File: src/rtl/bcd_down_counter.sv
// Cascadable multi-digit BCD down counter with load, clamp, optional wrap,
// terminal-count pulse and cascade borrow.
module bcd_down_counter #(
  parameter int DIGITS = 2,
  parameter bit WRAP   = 1'b1
) (
  input  logic                clk,
  input  logic                clr,
  input  logic                load,
  input  logic                en,
  input  logic [4*DIGITS-1:0] d,
  output logic [4*DIGITS-1:0] q,
  output logic                zero,
  output logic                borrow_out,
  output logic                done,
  output logic                wrapped
);

  logic [4*DIGITS-1:0] d_clamped;
  logic [4*DIGITS-1:0] q_dec;
  logic                is_one;
  logic                hit_zero;

  // Per-digit load clamp and ripple-borrow decrement; digit i only moves
  // when every lower digit is zero, so all-zero decrements to all-nines.
  always_comb begin
    logic chain;
    d_clamped = '0;
    q_dec     = '0;
    chain     = 1'b1;
    for (int i = 0; i < DIGITS; i++) begin
      d_clamped[4*i +: 4] = (d[4*i +: 4] > 4'd9) ? 4'd9 : d[4*i +: 4];
      if (chain)
        q_dec[4*i +: 4] = (q[4*i +: 4] == 4'd0) ? 4'd9 : q[4*i +: 4] - 4'd1;
      else
        q_dec[4*i +: 4] = q[4*i +: 4];
      chain = chain && (q[4*i +: 4] == 4'd0);
    end
  end

  assign zero       = (q == '0);
  assign is_one     = (q == (4*DIGITS)'(1));
  assign borrow_out = en & zero & ~load;

  // hit_zero marks the edge where a decrement lands on zero; done follows it
  // one edge later so the pulse sits in the cycle after q first reads zero.
  always_ff @(posedge clk) begin
    if (!clr) begin
      q        <= '0;
      done     <= 1'b0;
      wrapped  <= 1'b0;
      hit_zero <= 1'b0;
    end else if (load) begin
      q        <= d_clamped;
      done     <= 1'b0;
      wrapped  <= 1'b0;
      hit_zero <= 1'b0;
    end else begin
      done     <= hit_zero;
      hit_zero <= en && is_one;
      if (en) begin
        if (!zero) begin
          q <= q_dec;
        end else if (WRAP) begin
          q       <= q_dec;
          wrapped <= 1'b1;
        end
      end
    end
  end

endmodule

File: config.mk
export PLATFORM = sky130hd
export DESIGN_NAME = bcd_down_counter
export DESIGN_NICKNAME = d
export VERILOG_FILES = /design/src/rtl/bcd_down_counter.sv
export SDC_FILE = /design/constraint.sdc
export NUM_CORES = 1
export LEC_CHECK = 0
export CORE_MARGIN = 2
export CORE_UTILIZATION = 30
export DETAILED_ROUTE_END_ITERATION = 8
export DONT_BUFFER_PORTS = 1
export SLEW_MARGIN = 15
export SYNTH_ARGS = -nofsm -noshare
export SYNTH_HDL_FRONTEND = slang
export SYNTH_SLANG_ARGS = --single-unit
File: constraint.sdc
create_clock -name clk -period 2.23 [get_ports clk]
set_clock_uncertainty 0.2 [all_clocks]
set_input_delay 0.1115 -clock clk [delete_from_list [all_inputs] [get_ports clk]]
set_output_delay 0.1115 -clock clk [all_outputs]
set_load 0.005 [all_outputs]
==> metrics.txt <==
initial antenna violation count=0; routed vias=about 570; DR DRC count=0; Worst EP required=between 2 and 2.5 ns; antenna fix cells=0; Worst-path clk slew=0.08 ns; total power=0.454 mW; Crit. End Element=register; yosys warns=0; row count=15; Slew @ Worst Pin=about 0.31 ns; Slew HR=~79%; Final TNS setup=0 ns; layout cells sized above 1=about 8.5%; Design Area, Final=761 um2; critical path class=register to register; Lkg Pwr=between 0.2 and 0.3 nW; worst-path maximum fanout=9; peak supply drop=220 uV; height of the die=46.9 um; status=finished clean; post_cts resized=0; drt pass-1 iters=4; Ports=24; CTS tree=done; max-cap violations=0; Fillers=187; Worst setup SP type=register; vias in the first global route=a little under 600; commonest non-fill, non-tap cell in the layout=dlygate4sd3_1; final setup vio count=0; RSZ-0062 raised after global routing=no; post-CTS setup buffers=0; Post-Syn Instances=between 60 and 70; die area=between 2000 and 2500 um2; DP Cell Count=89; Hold Vio Cnt, Final=0; Post-DRT Antenna Nets=0; mean post-synth cell area=around 8.6 um2; FF-to-FF path depth=4; Synth Cell Area=between 500 and 600 um2; f_max=roughly 0.47 GHz; routed len/inst=approximately 13 um; Longest Clk Path Bufs=2; Initial Util=about a third; CTS Buf Count=3; Netlist cell types=26; PortBufs=0; root buffer cell=clkbuf_4; H-Tree Level Count=1; GRT Overall Usage=between 10% and 20%; Synth Register Bits=11; post-layout minimum cycle time=approximately 2.1 ns; initial DRC count=14; Detailed Place HPWL=~1000 um; Pwr Density=~600 nW/um2; # nets final=95; vias per inst=~5.4; Total Routed Length=about 1400 um; clock latency on the worst-skew pair=roughly 0.27 ns; Tightest Hold Check Type=primary input to register; total core area=approximately 1700 um2; Seq/Total Area, Yosys=approximately two fifths; Crit path arrival time=2.16 ns; largest net degree at the start of global routing=10; area grow syn2layout=37.9%; DIE WIDTH=around 47 um; syn nets=76; final period utilization=96.2%; Finished Layout Cells=about 110; hold path depth=3; worst hold margin=around 0.025 ns; GRT overflow=0; commonest cells after routing, fill and taps aside=dlygate4sd3_1 (14), dfxtp_1 (11), nand2b_1 (6); first-pass GRT wire length=~2200 um; Placed Area=roughly 600 um2; Final Max Slew Viols=0; GP Congestion=slightly below 0.8; clk sink count=11
cell type report:
cell class | count | area, um2 | share of cell area [%]
inverter | 3 | 11.3 | 1.48
multi-input combinational | 47 | 308 | 40.5
clock inverter | 1 | 5.00 | 0.658
sequential | 11 | 220 | 28.9
tap | 25 | 31.3 | 4.11
clock buffer | 3 | 22.5 | 2.96
timing repair buffer | 17 | 163 | 21.4
worst paths after layout:
check	to	slack, ns	startpoint
max	q[1]	0.08	q[0]
min	q[4]	0.02	d[7]
max reg2reg	q[1]	0.08	q[0]
min reg2reg	done	0.23	hit_zero
power breakdown:
part / internal (mW) / total, mW / leakage, nW / switching (mW)
Combinational: 0.0505 / 0.0937 / 0.178 / 0.0432
Clock: 0.0663 / 0.136 / 0.0177 / 0.0698
Sequential: 0.208 / 0.224 / 0.0906 / 0.0159
Total: 0.325 / 0.454 / 0.286 / 0.129
critical path, cell delays in order (launching register included):
cell and delay [ns]:
dfxtp_1 0.37, or3b_1 0.51, o21bai_1 0.21, a221oi_1 0.23
dlygate4sd3_1 0.58
flip-flops by register name, summed over array words and instances, names as in the netlist:
register	count
hit_zero	1
done	1
q	8
wrapped	1
through the flow:
step / setup WS, ns / utilization, %
floorplan: 0.221 / -
finish: 0.0837 / 44.1
global placement: 0.270 / 34.3
CTS: 0.0927 / 44.1
global route: 0.0133 / 44.1
detailed placement: 0.234 / 34.3
synth_stat cells:
master	n	area (um2)
nor2_1	4	15.0
dfxtp_1	11	220
o21ai_0	4	20.0
o311a_1	1	10.0
or3_1	1	6.26
clkbuf_1	2	7.51
o31ai_1	1	7.51
o31a_1	1	8.76
and2_1	1	6.26
o21bai_1	1	7.51
a31oi_1	1	6.26
nand2b_1	6	37.5
nand2_1	2	7.51
xnor2_1	1	8.76
a21oi_1	3	15.0
a221oi_1	3	26.3
buf_2	1	5.00
o21a_1	2	15.0
a311o_1	1	10.0
or3b_1	2	17.5
or4_1	2	15.0
nor4_1	4	25.0
or4b_1	1	10.0
a311oi_1	2	17.5
inv_1	3	11.3
nor3_1	3	15.0
cell families after synthesis:
| logic type | after synthesis | share of synthesized area [%] |
|---|---|---|
| AO/OA/AOI/OAI | 20 | 26.1 |
| XOR/XNOR | 1 | 1.59 |
| buffers and inverters | 6 | 4.31 |
| flip-flops | 11 | 39.9 |
| AND/OR/NAND/NOR | 26 | 28.1 |
what timing repair did:
action / 4_1_cts / 5_1_grt
hold buffers: 14 / 0
endpoints found under the hold margin: 11 / 0
setup endpoints to repair: 0 / 0
per-layer routing:
| metal | global-route usage [%] | vias up | wire length [um] |
|---|---|---|---|
| met5 | 0 | - | 0 |
| met4 | 10.0 | 0 | 18 |
| met1 | 14.3 | 271 | 585 |
| met2 | 26.6 | 21 | 752 |
| li1 | - | 279 | - |
| met3 | 2.69 | 2 | 86 |
Power figures use the tool's default switching activity.
